### src/rtl/mainbus_pkg.sv
// Shared state encoding, default widths and device codes for the main-bus sequencer.
package mainbus_pkg;

    typedef enum logic [1:0] {
        IDLE     = 2'd0,
        ACTIVE   = 2'd1,
        MEM_WAIT = 2'd2
    } state_t;

    localparam int DEV_W_DEF   = 4;
    localparam int XFER_W_DEF  = 3;
    localparam int ADDR_W_DEF  = 3;
    localparam int TIMEOUT_DEF = 16;
    localparam int WAIT_CNT_W  = 8;

    localparam int CODE_NONE = 0;
    localparam int DEV_MEM   = 8;

endpackage

### src/rtl/onehot_dec.sv
// Binary code to one-hot decoder; code 0 selects nothing, so bit 0 never sets.
module onehot_dec #(
    parameter int W = 3
) (
    input  logic [W-1:0]        code_i,
    output logic [(2**W)-1:0]   oh_o
);

    always_comb begin
        oh_o = '0;
        if (code_i != '0) begin
            oh_o[code_i] = 1'b1;
        end
    end

endmodule

### src/rtl/mainbus_sequencer.sv
// Registered main-bus control decoder with memory wait states, timeout and contention detection.
// Optional MAINBUS_WAITSTAT_EN adds last_wait_cycles and wait_hist_sat statistics outputs.
module mainbus_sequencer
    import mainbus_pkg::*;
#(
    parameter int DEV_W          = DEV_W_DEF,
    parameter int XFER_W         = XFER_W_DEF,
    parameter int ADDR_W         = ADDR_W_DEF,
    parameter int MEM_DEV        = DEV_MEM,
    parameter int TIMEOUT_CYCLES = TIMEOUT_DEF
) (
    input  logic                     clk,
    input  logic                     reset_in,
    input  logic                     op_valid,
    input  logic [DEV_W-1:0]         bus_assert_sel,
    input  logic [DEV_W-1:0]         bus_load_sel,
    input  logic [XFER_W-1:0]        xfer_assert_sel,
    input  logic [XFER_W-1:0]        xfer_load_sel,
    input  logic [ADDR_W-1:0]        addr_sel,
    input  logic                     mem_ack,
    output logic                     stall,
    output logic [(2**DEV_W)-1:0]    bus_assert_oh,
    output logic [(2**DEV_W)-1:0]    bus_load_oh,
    output logic [(2**XFER_W)-1:0]   xfer_assert_oh,
    output logic [(2**XFER_W)-1:0]   xfer_load_oh,
    output logic [(2**ADDR_W)-1:0]   addr_oh,
    output logic                     mem_dir,
    output logic                     timeout_err,
    output logic                     contention_err
`ifdef MAINBUS_WAITSTAT_EN
    ,
    output logic [7:0]               last_wait_cycles,
    output logic [7:0]               wait_hist_sat
`endif
);

    localparam logic [WAIT_CNT_W-1:0] TO_LAST = WAIT_CNT_W'(TIMEOUT_CYCLES - 1);

    logic [(2**DEV_W)-1:0]  ba_dec, bl_dec;
    logic [(2**XFER_W)-1:0] xa_dec, xl_dec;
    logic [(2**ADDR_W)-1:0] ad_dec;

    onehot_dec #(.W(DEV_W))  u_dec_ba (.code_i(bus_assert_sel),  .oh_o(ba_dec));
    onehot_dec #(.W(DEV_W))  u_dec_bl (.code_i(bus_load_sel),    .oh_o(bl_dec));
    onehot_dec #(.W(XFER_W)) u_dec_xa (.code_i(xfer_assert_sel), .oh_o(xa_dec));
    onehot_dec #(.W(XFER_W)) u_dec_xl (.code_i(xfer_load_sel),   .oh_o(xl_dec));
    onehot_dec #(.W(ADDR_W)) u_dec_ad (.code_i(addr_sel),        .oh_o(ad_dec));

    state_t                  state_q, state_d;
    logic [WAIT_CNT_W-1:0]   cnt_q, cnt_d;
    logic [(2**DEV_W)-1:0]   ba_q, ba_d, bl_q, bl_d;
    logic [(2**XFER_W)-1:0]  xa_q, xa_d, xl_q, xl_d;
    logic [(2**ADDR_W)-1:0]  ad_q, ad_d;
    logic                    dir_q, dir_d;
    logic                    terr_q, terr_d;
    logic                    cerr_q, cerr_d;

    logic in_wait, at_limit, ack_exit, to_exit, accept, is_contend, is_mem;

    assign in_wait  = (state_q == MEM_WAIT);
    assign at_limit = (cnt_q == TO_LAST);
    assign ack_exit = in_wait && mem_ack;
    // A simultaneous ack wins over the timeout, so only an un-acked limit counts as one.
    assign to_exit  = in_wait && !mem_ack && at_limit;
    assign stall    = in_wait && !mem_ack && !at_limit;
    assign accept   = op_valid && !stall;

    assign is_contend = ((bus_assert_sel == bus_load_sel) &&
                         (bus_assert_sel != DEV_W'(CODE_NONE))) ||
                        ((xfer_assert_sel == xfer_load_sel) &&
                         (xfer_assert_sel != XFER_W'(CODE_NONE)));
    assign is_mem     = (bus_assert_sel == DEV_W'(MEM_DEV)) ||
                        (bus_load_sel == DEV_W'(MEM_DEV));

    always_comb begin
        state_d = state_q;
        cnt_d   = cnt_q;
        ba_d    = ba_q;
        bl_d    = bl_q;
        xa_d    = xa_q;
        xl_d    = xl_q;
        ad_d    = ad_q;
        dir_d   = dir_q;
        terr_d  = terr_q | to_exit;
        cerr_d  = cerr_q;
        if (stall) begin
            cnt_d = cnt_q + 1'b1;
        end else begin
            state_d = IDLE;
            cnt_d   = '0;
            ba_d    = '0;
            bl_d    = '0;
            xa_d    = '0;
            xl_d    = '0;
            ad_d    = '0;
            dir_d   = 1'b0;
            if (accept) begin
                if (is_contend) begin
                    cerr_d = 1'b1;
                end else begin
                    ba_d    = ba_dec;
                    bl_d    = bl_dec;
                    xa_d    = xa_dec;
                    xl_d    = xl_dec;
                    ad_d    = ad_dec;
                    dir_d   = (bus_assert_sel == DEV_W'(MEM_DEV));
                    state_d = is_mem ? MEM_WAIT : ACTIVE;
                end
            end
        end
    end

    always_ff @(posedge clk or negedge reset_in) begin
        if (!reset_in) begin
            state_q <= IDLE;
            cnt_q   <= '0;
            ba_q    <= '0;
            bl_q    <= '0;
            xa_q    <= '0;
            xl_q    <= '0;
            ad_q    <= '0;
            dir_q   <= 1'b0;
            terr_q  <= 1'b0;
            cerr_q  <= 1'b0;
        end else begin
            state_q <= state_d;
            cnt_q   <= cnt_d;
            ba_q    <= ba_d;
            bl_q    <= bl_d;
            xa_q    <= xa_d;
            xl_q    <= xl_d;
            ad_q    <= ad_d;
            dir_q   <= dir_d;
            terr_q  <= terr_d;
            cerr_q  <= cerr_d;
        end
    end

    assign bus_assert_oh  = ba_q;
    assign bus_load_oh    = bl_q;
    assign xfer_assert_oh = xa_q;
    assign xfer_load_oh   = xl_q;
    assign addr_oh        = ad_q;
    assign mem_dir        = dir_q;
    assign timeout_err    = terr_q;
    assign contention_err = cerr_q;

`ifdef MAINBUS_WAITSTAT_EN
    logic [7:0] last_q, last_d;
    logic [7:0] hist_q, hist_d;

    always_comb begin
        last_d = last_q;
        hist_d = hist_q;
        if (ack_exit || to_exit) begin
            last_d = cnt_q;
        end
        if (to_exit && (hist_q != 8'hFF)) begin
            hist_d = hist_q + 8'd1;
        end
    end

    always_ff @(posedge clk or negedge reset_in) begin
        if (!reset_in) begin
            last_q <= '0;
            hist_q <= '0;
        end else begin
            last_q <= last_d;
            hist_q <= hist_d;
        end
    end

    assign last_wait_cycles = last_q;
    assign wait_hist_sat    = hist_q;
`else
    logic unused_ack_exit;
    assign unused_ack_exit = ack_exit;
`endif

endmodule

### config.mk
export PLATFORM = sky130hd
export DESIGN_NAME = mainbus_sequencer
export DESIGN_NICKNAME = d
export VERILOG_FILES = /design/src/rtl/mainbus_pkg.sv /design/src/rtl/onehot_dec.sv /design/src/rtl/mainbus_sequencer.sv
export SDC_FILE = /design/constraint.sdc
export NUM_CORES = 1
export LEC_CHECK = 0
export BUFFER_PORTS_ARGS = -buffer_cell sky130_fd_sc_hd__buf_2
export CORE_ASPECT_RATIO = 0.75
export CORE_MARGIN = 2
export CORE_UTILIZATION = 25
export CTS_BUF_LIST = sky130_fd_sc_hd__clkbuf_4
export DETAILED_ROUTE_END_ITERATION = 8
export HOLD_SLACK_MARGIN = 0.02
export MAX_ROUTING_LAYER = met4
export PLACE_DENSITY = 0.44
export SKIP_LAST_GASP = 1
export SYNTH_ARGS = -nofsm -noshare
export SYNTH_HDL_FRONTEND = slang
export SYNTH_HIERARCHICAL = 1
export SYNTH_SLANG_ARGS = --single-unit
### constraint.sdc
create_clock -name clk -period 2.5 [get_ports clk]
set_clock_uncertainty 0.1 [all_clocks]
set_input_delay 0.125 -clock clk [delete_from_list [all_inputs] [get_ports clk]]
set_output_delay 0.125 -clock clk [all_outputs]
set_load 0.02 [all_outputs]
## After elaboration in Yosys (flattened, before gate mapping)

Index checks and enable logic that the tools add are counted.

- Output and inout bits: 60
- Word-level logic and storage cells: 82
- Flip-flop bits (word level): 69
- Input bits: 21

- Reduce and logical (&&, ||, !) cells: 22
- Bitwise operators: 2
- Eq/ne operators: 6
- Add/sub/neg operators: 1
- Multiplexer cells: 31
- Magnitude comparators: 10

Operators by type and width:

| kind | number |
|---|---|
| $mux 16 | 6 |
| $mux 8 | 10 |
| $lt 3x4->1 const B | 3 |
| $logic_and 1x1->1 | 11 |
| $lt 4x5->1 const B | 2 |
| $demux 1 s3 | 3 |
| $ge 3x1->1 const B | 3 |
| $reduce_bool 3->1 | 3 |
| $add 8x1->8 const B | 1 |
| $demux 1 s4 | 2 |
| $eq 4x4->1 const B | 2 |
| $eq 8x4->1 const B | 1 |
| $ge 4x1->1 const B | 2 |
| $reduce_bool 4->1 | 2 |
| $mux 1 | 7 |
| $mux 2 | 3 |
| $eq 4x4->1 | 1 |
| $eq 3x3->1 | 1 |
| $logic_not 1->1 | 3 |
| $reduce_and 3->1 | 1 |
| $eq 2x2->1 const B | 1 |
| $logic_or 1x1->1 | 2 |
| $not 1->1 | 1 |
| $or 1x1->1 | 1 |

## Depth between registers and ports, before layout

- Depth in word-level cells: 7
- Mapped depth: 7

## Modules after synthesis

The synthesis kept the hierarchy.

By module, submodules not included:

| module | times used | cells an instance | area each (um2) | seq. area each (um2) |
|---|---|---|---|---|
| mainbus_sequencer | 1 | 252 | 2896.5 | 1726.7 |
| onehot_dec (u_dec_bl) | 1 | 21 | 264.0 | 0.0 |
| onehot_dec (u_dec_ba) | 1 | 21 | 261.5 | 0.0 |
| onehot_dec (u_dec_ad ...) | 3 | 9 | 71.3 | 0.0 |

## Least setup slack after synthesis

No wires, ideal clock.

- Path type: register to register
- Start: reg cnt_q[5]
- End: reg ad_q[0] (netlist: addr_oh[0])
- Clock period less this slack: 1.817 ns
- Cell stages (with the launch flop): 7
- Data required time: 2.277 ns
- Path slack: 0.683 ns
- Setup time: 0.123 ns
- Buffers on the path: 2
- Arrival time: 1.594 ns
- Cell sequence: dfrtp_1 or4_1 o21ai_2 inv_2 buf_2 buf_6 o2bb2ai_1

- Cells in the longest elaborated chain, start to end: 6

Ends and longest elaborated chain:

| what | line | RTL |
|---|---|---|
| from (decl) | mainbus_sequencer.sv:50 | `logic [WAIT_CNT_W-1:0] cnt_q, cnt_d;` |
| from (signal assigned) | mainbus_sequencer.sv:127 | `cnt_q <= cnt_d;` |
| $eq 8x4->1 (*) | mainbus_sequencer.sv:61 | `assign at_limit = (cnt_q == TO_LAST);` |
| $logic_not 1->1 (*) | mainbus_sequencer.sv:65 | `assign stall = in_wait && !mem_ack && !at_limit;` |
| $logic_and 1x1->1 (*) | mainbus_sequencer.sv:65 |  |
| $logic_not 1->1 | mainbus_sequencer.sv:66 | `assign accept = op_valid && !stall;` |
| $logic_and 1x1->1 | mainbus_sequencer.sv:66 |  |
| $mux 8 | mainbus_sequencer.sv:97 | `if (accept) begin` |
| to (signal assigned) | mainbus_sequencer.sv:121 | `ad_q <= '0;` |
| to (signal assigned) | mainbus_sequencer.sv:132 | `ad_q <= ad_d;` |
| to (decl) | mainbus_sequencer.sv:53 | `logic [(2**ADDR_W)-1:0] ad_q, ad_d;` |

Every way passes the cells marked *; elsewhere a longest branch is shown, timed or not.
A chain may end at the register's enable or synchronous reset.

## Worst setup path after layout

- Start: reg cnt_q[5]
- End: out stall

- Cells in the longest elaborated chain, start to end: 3

Ends and longest elaborated chain:

| what | line | RTL |
|---|---|---|
| $eq 8x4->1 | mainbus_sequencer.sv:61 |  |
| $logic_not 1->1 | mainbus_sequencer.sv:65 |  |
| $logic_and 1x1->1 | mainbus_sequencer.sv:65 |  |
| to (decl) | mainbus_sequencer.sv:21 | `output logic stall,` |

No other way between the ends.

==> impl_metrics.toml <==
[outcome]
status = "finished, final reports clean"

[cts]
cts_max_level = 3
cts.sinks = 69
cts_buffers = 9
cts_tree = "done"
clock_path_buffers = 2
post_cts_resized = 0
clock_latency_ps = 410
cts_root_buf = "clkbuf_4"
path_clk_slew_ps = 110

[setup_path]
crit_type = "flop to primary output"
cpMaxStageDelayCell = "or4_1"
cp.arrival_ps = 2070
critPathMaxStageDelay_ps = 600
ff2ff_path_depth = 5
cp_max_fo = 24
path_delay_family = "simple AND/OR/NAND/NOR gates"
critPathRequiredTime_ps = 2280
cp_num_buf_inv = 2
endpoint_kind = "primary output"
start_kind = "flop"
cp_cell_sequence = "or4_1 > o21ai_4 > inv_2 > buf_2"
critical_path_depth = 4

[synthesis]
synthCells = 321
ys.flop_type = "dfrtp_1"
synth-edff-count = 0
async_flop_share = 1.000
yosysSeqAreaShare = 0.4749
syn_area_per_cell_sq_um = 11.33
ys_seq_elements = 69
synth_cell_type_count = 40
yosys_warnings = 6
synth_nets = 343
syn_area_sq_mm = 0.003636

[sta]
finalCritPeriodShare = 0.9182
hold_violations = 0
slew_headroom = 0.3962
fin_crit_ps = 2295
tightest_slew_ps = 905.7
setup_viol = 0
slew_viol_final = 0
hold_ws_ps = 96.36
fin_setup_tns_ps = 0
rsz0062_at_grt = "no"
fmax_ghz = 0.4356

[routing]
remaining_drc_errors = 0
vias_per_cell = 4.554
vias = 2769
first_iter_violations = 145
wirelength_um = 9094
dr.pass1.iters = 4
antenna_left = 0
wl_per_cell_um = 14.96

[floorplanning]
initial_core_util = 0.2532
coreArea_sq_mm = 0.01436
row_count = 38
die_area_sq_mm = 0.01553
die_w_um = 143.3
ios = 81
die_y_um = 108.4

[grt]
antenna_found_initial = 1
grt_max_degree = 70
overflow = 0
grt_pass1_wl_um = 14920
grt_use_total = 0.1272
grt_pass1_vias = 2840

[place]
dp.cells = 575
place_area_sq_mm = 0.004124
dp_hpwl_um = 5712
port_buffers = 80
gp_congestion = 0.6806

[job]
maxCapViolCount = 0

[layout]
fin_nets = 425
fin_cells = 608
layout_commonest_cell = "buf_2"
final_cell_mix = "79 x buf_2, 69 x dfrtp_1, 59 x nand2_1"
final_util = 0.3065
syn2layout_area_growth_pct = 21.03
fin_area_sq_mm = 0.004400
drive_gt1_frac = 0.3538

[power_and_ir_drop]
ir_worst_vdd_mv = 0.1675
leakage_nw = 2.050
powerDensity_mw_per_mm2 = 474.4

[hold_path]
hp-class = "input pin to flop"
whs_path_depth = 4
-- Yosys cell counts, types with 2 or more instances --
library cell,instances,share of area
and4b_2,6,0.019
buf_2,6,0.0083
nand2_1,59,0.061
nand3_1,6,0.0083
and3b_2,9,0.025
o21ai_0,2,0.0028
buf_6,13,0.040
nor4b_2,4,0.017
nor4b_4,4,0.026
buf_4,7,0.014
and4_2,2,0.0055
clkbuf_1,3,0.0031
and4bb_2,9,0.031
nor3_1,2,0.0028
and3_1,2,0.0034
and4bb_1,3,0.010
conb_1,5,0.0052
xor2_1,7,0.017
nor2_1,10,0.010
xnor2_1,5,0.012
and3_2,3,0.0062
dfrtp_1,69,0.47
buf_1,3,0.0031
o2bb2ai_1,56,0.13
and4b_1,2,0.0055
nor3b_1,10,0.021
-- flip-flops by register name (all words and copies together) (netlist names) --
name            cells
bus_assert_oh      16
bus_load_oh        16
addr_oh             8
cnt_q               8
xfer_assert_oh      8
xfer_load_oh        8
state_q             2
contention_err      1
mem_dir             1
timeout_err         1
-- logic make-up (layout without fill, tap and decap cells) --
| group | count (synthesis) | count (layout) | share of synthesized area |
|---|---|---|---|
| other | 5 | 6 | 0.005162 |
| and+or+nand+nor | 136 | 136 | 0.2619 |
| DFF | 69 | 69 | 0.4749 |
| buffers and inverters | 33 | 119 | 0.07020 |
| xor gates and xnor gates | 12 | 12 | 0.02891 |
| adders and majority gates | 1 | 1 | 0.003441 |
| AOI/OAI and AO/OA | 65 | 65 | 0.1555 |
-- path summary, 6_finish.rpt --
kind	start	endpoint	slack, ps
setup / recovery	cnt_q[5]$_DFF_PN0_	stall	200
hold / removal	bus_assert_sel[3]	mem_dir$_DFFE_PN0N_	100
setup reg to reg	cnt_q[5]$_DFF_PN0_	bus_assert_oh[11]$_DFFE_PN0N_	460
hold reg to reg	cnt_q[0]$_DFF_PN0_	cnt_q[0]$_DFF_PN0_	360
max in group asynchronous	reset_in	xfer_load_oh[4]$_DFFE_PN0N_	1420
min in group asynchronous	reset_in	bus_load_oh[2]$_DFFE_PN0N_	290
-- worst register-to-register path, cell delays in order, from the launching register on --
cell,delay [ps]
dfrtp_1,410
or4_1,600
o21ai_4,180
inv_2,230
buf_12,260
o2bb2ai_1,140
-- what timing repair did --
item	CTS	global route
buffers inserted	0	0
hold endpoints to repair	85	0
hold buffers	17	0
-- routing by layer --
metal / up-vias / global-route usage / routed length [um]
met5: - / - / 0
met2: 68 / 0.1873 / 3938
li1: 1332 / - / -
met1: 1361 / 0.1714 / 4651
met3: 8 / 0.03366 / 414
met4: 0 / 0.03922 / 89
-- power by group --
group | switching (mW) | total [mW] | internal [mW]
Sequential | 0.0173 | 1.16 | 1.14
Clock | 0.378 | 0.605 | 0.227
Combinational | 0.204 | 0.320 | 0.117
-- per-stage QoR --
step,setup slack [ps],total power [mW]
after floorplan,682.7,1.374
after global placement,503.3,1.489
after detailed placement,457.0,1.491
after CTS,145.1,2.138
after global routing,72.37,2.204
final,204.5,2.087
-- cell type report --
type                            count  area (sq um)
Fill cell                        1523          9958
Sequential cell                    69          1727
Multi-Input combinational cell    219          1670
Timing Repair Buffer              103         643.1
Tap cell                          200         250.2
Clock buffer                       12         90.09
Clock inverter                      3         13.76
Inverter                            1         3.754
Antenna cell                        1         2.502
(Power assumes the default switching activity.)
